`src/rtl/fifo_wr_arbiter.sv`:
```
// Round-robin arbiter sharing one FIFO write port between NUM_REQ requesters.
// A grant covers up to BURST_LEN accepted beats, or ends early on a last beat
// or when the granted requester drops valid. The write enable and data are
// registered. Acceptance is throttled so the FIFO can never be overfilled.
//
// state | meaning
// ------+---------------------------------------------------------------
// IDLE  | no grant held; pick the next valid requester after last_grant
// BUSY  | grant held; beats accepted whenever the FIFO is not stalled
module fifo_wr_arbiter #(
    parameter int NUM_REQ   = 4,
    parameter int WIDTH     = 8,
    parameter int BURST_LEN = 4
) (
    input  logic                     clk_i,
    input  logic                     rst_n_i,
    input  logic [NUM_REQ-1:0]       req_valid_i,
    input  logic [NUM_REQ*WIDTH-1:0] req_data_i,
    input  logic [NUM_REQ-1:0]       req_last_i,
    output logic [NUM_REQ-1:0]       req_ready_o,
    output logic [NUM_REQ-1:0]       grant_o,
    output logic                     busy_o,
    output logic                     wr_en_o,
    output logic [WIDTH-1:0]         wdata_o,
    input  logic                     full_i,
    input  logic                     afull_i,
    input  logic                     wr_error_i,
    output logic [7:0]               err_cnt_o
);

    localparam int IDX_W = (NUM_REQ > 1) ? $clog2(NUM_REQ) : 1;
    localparam int CNT_W = $clog2(BURST_LEN + 1);

    localparam logic [IDX_W-1:0] LAST_IDX  = IDX_W'(NUM_REQ - 1);
    localparam logic [CNT_W-1:0] BURST_MAX = CNT_W'(BURST_LEN);

    typedef enum logic {
        IDLE = 1'b0,
        BUSY = 1'b1
    } state_t;

    state_t           state;
    logic [CNT_W-1:0] beat_cnt;
    logic [IDX_W-1:0] last_grant;
    logic [IDX_W-1:0] grant_idx;

    logic             stall;
    logic             cur_valid;
    logic             cur_last;
    logic [WIDTH-1:0] cur_data;
    logic             accepted;
    logic [CNT_W-1:0] beat_cnt_nxt;
    logic             burst_done;
    logic             release_grant;

    logic             arb_found;
    logic [IDX_W-1:0] arb_idx;
    logic [IDX_W-1:0] arb_cand;

    // The registered write already in flight takes the single free slot
    // when afull is high, so that case must stall as well.
    assign stall = full_i | (wr_en_o & afull_i);

    assign cur_valid = req_valid_i[grant_idx];
    assign cur_last  = req_last_i[grant_idx];
    assign cur_data  = req_data_i[grant_idx*WIDTH +: WIDTH];

    assign req_ready_o = (busy_o && !stall) ? grant_o : '0;

    assign accepted      = busy_o & ~stall & cur_valid;
    assign beat_cnt_nxt  = beat_cnt + CNT_W'(1);
    assign burst_done    = (beat_cnt_nxt == BURST_MAX);
    assign release_grant = (accepted & (cur_last | burst_done)) | ~cur_valid;

    // Round-robin search starting one past the previous grant, with wrap.
    always_comb begin
        arb_found = 1'b0;
        arb_idx   = '0;
        arb_cand  = last_grant;
        for (int i = 0; i < NUM_REQ; i++) begin
            arb_cand = (arb_cand == LAST_IDX) ? '0 : arb_cand + IDX_W'(1);
            if (!arb_found && req_valid_i[arb_cand]) begin
                arb_found = 1'b1;
                arb_idx   = arb_cand;
            end
        end
    end

    // Grant FSM: arbitration in IDLE, burst tracking and release in BUSY.
    always_ff @(posedge clk_i or negedge rst_n_i) begin
        if (!rst_n_i) begin
            state      <= IDLE;
            busy_o     <= 1'b0;
            grant_o    <= '0;
            grant_idx  <= '0;
            beat_cnt   <= '0;
            last_grant <= LAST_IDX;
        end else begin
            case (state)
                IDLE: begin
                    if (arb_found) begin
                        state     <= BUSY;
                        busy_o    <= 1'b1;
                        grant_o   <= NUM_REQ'(1) << arb_idx;
                        grant_idx <= arb_idx;
                        beat_cnt  <= '0;
                    end
                end
                BUSY: begin
                    if (release_grant) begin
                        state      <= IDLE;
                        busy_o     <= 1'b0;
                        grant_o    <= '0;
                        beat_cnt   <= '0;
                        last_grant <= grant_idx;
                    end else if (accepted) begin
                        beat_cnt <= beat_cnt_nxt;
                    end
                end
            endcase
        end
    end

    // Registered FIFO write: one cycle after the beat is accepted.
    always_ff @(posedge clk_i or negedge rst_n_i) begin
        if (!rst_n_i) begin
            wr_en_o <= 1'b0;
            wdata_o <= '0;
        end else begin
            wr_en_o <= accepted;
            wdata_o <= accepted ? cur_data : '0;
        end
    end

    // Saturating count of FIFO write-error cycles; nonzero means a bug.
    always_ff @(posedge clk_i or negedge rst_n_i) begin
        if (!rst_n_i) begin
            err_cnt_o <= '0;
        end else if (wr_error_i && (err_cnt_o != 8'hFF)) begin
            err_cnt_o <= err_cnt_o + 8'd1;
        end
    end

endmodule

```
`config.mk`:
```
export PLATFORM = sky130hd
export DESIGN_NAME = fifo_wr_arbiter
export DESIGN_NICKNAME = d
export VERILOG_FILES = /design/src/rtl/fifo_wr_arbiter.sv
export SDC_FILE = /design/constraint.sdc
export NUM_CORES = 1
export LEC_CHECK = 0
export CAP_MARGIN = 15
export CORE_MARGIN = 1.5
export CORE_UTILIZATION = 45
export CTS_CLUSTER_DIAMETER = 200
export DETAILED_ROUTE_END_ITERATION = 16
export PLACE_DENSITY = 0.95
export SETUP_SLACK_MARGIN = 0.5
export SYNTH_ARGS = -nofsm -noshare
export SYNTH_HDL_FRONTEND = slang
export SYNTH_SLANG_ARGS = --single-unit
```
`constraint.sdc`:
```
create_clock -name clk_i -period 4.6 [get_ports clk_i]
set_input_delay 1.38 -clock clk_i [delete_from_list [all_inputs] [get_ports clk_i]]
set_output_delay 1.38 -clock clk_i [all_outputs]
set_load 0.02 [all_outputs]
```
* Yosys cells after proc, flatten, opt, wreduce, memory -nomap -nowiden *
Cells that the tools add are included.

cells by class
  $lt $le $gt $ge = 5
  add/sub/neg operators = 6
  eq/ne operators = 9
  muxes and demuxes = 39
  reductions and logical operators = 13
  bitwise operators = 10
  shift-type cells = 2

operators by type and width
  kind                                                         count
  indexed part select 32 x 6 -> 8 bit                          1
  2-to-1 mux 2 bit                                             8
  less-than comparator 2 x 3 -> 1 bit (second input constant)  5
  2-to-1 mux 1 bit                                             14
  binary-select mux 1 bit (select 2 bit)                       6
  2-to-1 mux 4 bit                                             3
  2-to-1 mux 3 bit                                             3
  adder 2 x 1 -> 2 bit (second input constant)                 4
  adder 8 x 1 -> 8 bit (second input constant)                 1
  == test 2 bit (second input constant)                        4
  2-to-1 mux 8 bit                                             1
  != test 8 bit (second input constant)                        1
  one-hot mux 4 bit (2 select lines)                           1
  AND reduction 2 bit                                          4
  one-hot mux 3 bit (2 select lines)                           1
  logical AND 1 bit                                            5
  AND 1 bit                                                    4
  zero test 1 bit                                              4
  one-hot mux 1 bit (2 select lines)                           2
  left shift 1 x 2 -> 4 bit (first input constant)             1
  adder 3 x 1 -> 3 bit (second input constant)                 1
  == test 3 bit (second input constant)                        1
  != test 3 x 1 -> 1 bit (second input constant)               1
  inverter 1 bit                                               3
  3 further kinds                                              5

word-level totals
  output and inout bits = 26
  input port bits = 45
  register bits after elaboration = 30

* Longest topological paths before layout *
  depth after elaboration = 17
  gate-level depth with buffers = 5

* Worst setup path before layout *
No wires, ideal clock.

  path type = input port to output port
  from = input full_i
  to = output req_ready_o[0]
  stages on the path = 2
  setup slack = 1.292 ns
  data arrival time = 1.928 ns
  buffers on the path = 0
  cells stage by stage = nor2b_1 > and3_1

between the ends
  word-level cells in the longest chain between the ends = 4

RTL lines
  item               line  source
  from (decl)        25    input logic full_i,
  bitwise OR 1 bit   62    assign stall = full_i | (wr_en_o & afull_i);
  zero test 1 bit    68    assign req_ready_o = (busy_o && !stall) ? grant_o : '0;
  logical AND 1 bit  68
  2-to-1 mux 4 bit   68
  to (decl)          20    output logic [NUM_REQ-1:0] req_ready_o,

Every way passes these cells.

* Final worst setup path *
  from = input full_i
  to = output req_ready_o[1]

Same word-level chain as after synthesis.

==> results.md <==
* Outcome: complete, no violations
* Fin crit share at 85.8%
* Post-synth top cells: dfrtp_1, nand2_1, and3_1, mux4_2, nand3_1
* Synth Register Bits at 30
* Avg Cell Area, Syn at 11.0 µm²
* # hold bufs at CTS at 0
* Grt total ovfl at 0
* Clock tree buffer depth at 2
* Buf/Inv on CP at 2
* Final Cell Area at 2520 µm²
* Arr. time, crit path at 2570 ps
* Hold Violations, Final at 0
* First DRT Iteration DRCs at 50
* Final WL at about 4300 µm
* First-pass GRT wire length at 6940 µm
* Req. time, crit path at 3220 ps
* Endpoints failing setup at 0
* Placement Cell Area at 2430 µm²
* EDFF count, synth at 0
* Core Util, Final at 69.5%
* Largest fanout on the critical path at 7
* CTS tree: yes
* Vias per std cell at around 5.6
* Power Total at ~1.4 mW
* Mapped Nets at slightly above 200
* Worst-path cell chain: clkdlybuf4s50_1, nor2b_2, and3_1, dlygate4sd2_1
* DRC viols at 0
* Synth warn at 0
* H-tree level count at 2
* Die W at 64.2 µm
* Post-synth top area cell: dfrtp_1
* Placed wire-length estimate at 3040 µm
* LEAKAGE at 1.11 nW
* Top-count cell post-synth: dfrtp_1
* Minimum clock period at 3950 ps
* GP Congestion at 0.763
* Ant diodes at 0
* Delay-heaviest family, CP: buffers and inverters
* CP startpoint kind: input pin
* Slowest-stage cell, CP: clkdlybuf4s50_1
* Worst-path clk slew at 60 ps
* Final Max Slew Viols at 0
* Fin nets at 274
* Vias in the first global route at 1517
* GRT Util Overall at 22.3%
* Synth cell types at 40
* Worst skew pair latency at between 200 and 300 ps
* Die area at 4130 µm²
* Initial core utilization at a little under half
* Fin Clk Skew at 6.90 ps
* Remaining antenna violation count at 0
* Rows at 22
* Final cell count without fillers at 274
* Root buf cell: clkbuf_8
* Main synth FF type: dfrtp_1
* Top cells by area, synth: dfrtp_1, mux4_2, and3_1, xor2_1, dfstp_2
* Core area at 3630 µm²
* Pwr dens at 570 nW/µm²
* Max frequency at 0.253 GHz
* Worst setup EP type: output port
* Synthesized area at 1690 µm²
* Number of CTS-inserted buffers at 5
* Slowest stage delay, CP at 410 ps
* Chip height at 64.2 µm
* Worst hold-check path type: reg -> reg
* Slew HR at a little over half
* Slack of the critical path at approximately 650 ps
* Final setup TNS at 0 ps
* WHS at ~510 ps
* Synthesis-to-layout area growth at 49.6%
* Clk sinks at 30
* Post-Place Worst Slack at 278 ps
* Largest net degree at the start of global routing at 31
* Critical path class: in -> out
* Worst-Margin Slew at 701 ps
* WL/cell at 15.7 µm
* Layout cell share with drive strength beyond 1 at 11.9%
* Seq/Total Area, Yosys at 44.6%
* Max-Cap Viols at 0
* Top Ports at 71
* RSZ-0062 raised after global routing: false
* First-pass DRT Iterations at 4
* Initial antenna violation count at 0
* Asr flop ratio synth at 100%
* Detailed-route via count at 1532
* Post-Syn Instances at approximately 150
* Port bufs at 70
* DP Cell Count at 266
* Max VDD drop at around 0.47 mV
* Share of the synthesized area in the top cell type at 41.5%
worst paths after layout:
kind | depth (start not counted) | startpoint | slack [ps] | end
hold / removal | 1 | err_cnt_o[6] | 510 | err_cnt_o[6]
min in group asynchronous | 2 | rst_n_i | 1480 | err_cnt_o[5]
hold reg to reg | 1 | err_cnt_o[6] | 510 | err_cnt_o[6]
max in group asynchronous | 2 | rst_n_i | 2800 | last_grant[0]
setup / recovery | 4 | full_i | 650 | req_ready_o[1]
setup reg to reg | 4 | grant_idx[0] | 2320 | grant_o[1]
cell families (layout without fill, tap and decap cells):
group	count (synthesis)	after routing	share of synthesized area (%)
muxes	14	14	16.1
buffers and inverters	10	83	2.30
and+or+nand+nor	61	61	18.8
AOI/OAI and AO/OA	26	26	11.1
adders and majority gates	4	4	2.97
DFF	30	30	44.6
xor gates and xnor gates	8	8	4.15
flip-flops by register name, summed over array words and instances (netlist names):
name,flops
err_cnt_o,8
beat_cnt,3
wdata_o,8
busy_o,1
state,1
grant_idx,2
grant_o,4
wr_en_o,1
last_grant,2
per-layer routing:
| metal | track usage, % | up-vias | routed length [µm] |
|---|---|---|---|
| li1 | - | 714 | - |
| met1 | 25.8 | 740 | 1630 |
| met2 | 39.7 | 70 | 2280 |
| met3 | 6.87 | 8 | 335 |
| met4 | 6.38 | 0 | 54 |
| met5 | 0 | - | 0 |
where the power goes:
group / switching (mW) / internal (mW)
Sequential: 0.139 / 0.363
Combinational: 0.339 / 0.373
Clock: 0.105 / 0.120
Total: 0.583 / 0.856
final cells by class:
class	count	area, µm²
Sequential cell	30	753
Timing Repair Buffer	71	703
Clock inverter	2	12.5
Tap cell	48	60.1
Inverter	4	15.0
Fill cell	270	1110
Clock buffer	6	82.6
Multi-Input combinational cell	113	898
timing repair:
item / in CTS / in global routing
gates resized for setup: 5 / 0
setup buffers: 0 / 0
endpoints found under the setup margin: 4 / 0
hold endpoints to repair: 0 / 0
cells in the final DEF (no fill, tap or decap), drive strengths merged:
cell type / netlist / routed
dfrtp: 28 / 28
o21a: 1 / 1
dfstp: 2 / 2
and3: 12 / 12
nand3: 8 / 8
xnor2: 1 / 1
nor4: 1 / 1
nor2: 7 / 7
or3: 1 / 1
nand4: 1 / 1
a311oi: 2 / 2
nand2: 15 / 15
mux4: 10 / 10
nand2b: 2 / 2
o22a: 1 / 1
nor2b: 5 / 5
a21o: 1 / 1
ha: 4 / 4
o31a: 1 / 1
o21ai: 3 / 3
clkbuf: 5 / 6
clkdlybuf4s50: 0 / 66
o211ai: 3 / 3
xor2: 7 / 7
buf: 1 / 1
nor3: 5 / 5
mux2i: 2 / 2
mux2: 2 / 2
or2: 1 / 1
o311ai: 2 / 2
inv: 4 / 4
a32o: 2 / 2
clkinvlp: 0 / 1
a21oi: 4 / 4
o22ai: 5 / 5
and4b: 1 / 1
dlygate4sd2: 0 / 4
and2: 2 / 2
clkinv: 0 / 1
o21bai: 1 / 1
worst reg2reg max path, stage by stage, from the launching register on:
cell and delay [ps]:
dfrtp_1 800, mux4_2 610, a21oi_2 390, or3_1 220, a32o_1 200
Note: power is estimated with default switching activity, not from simulation.
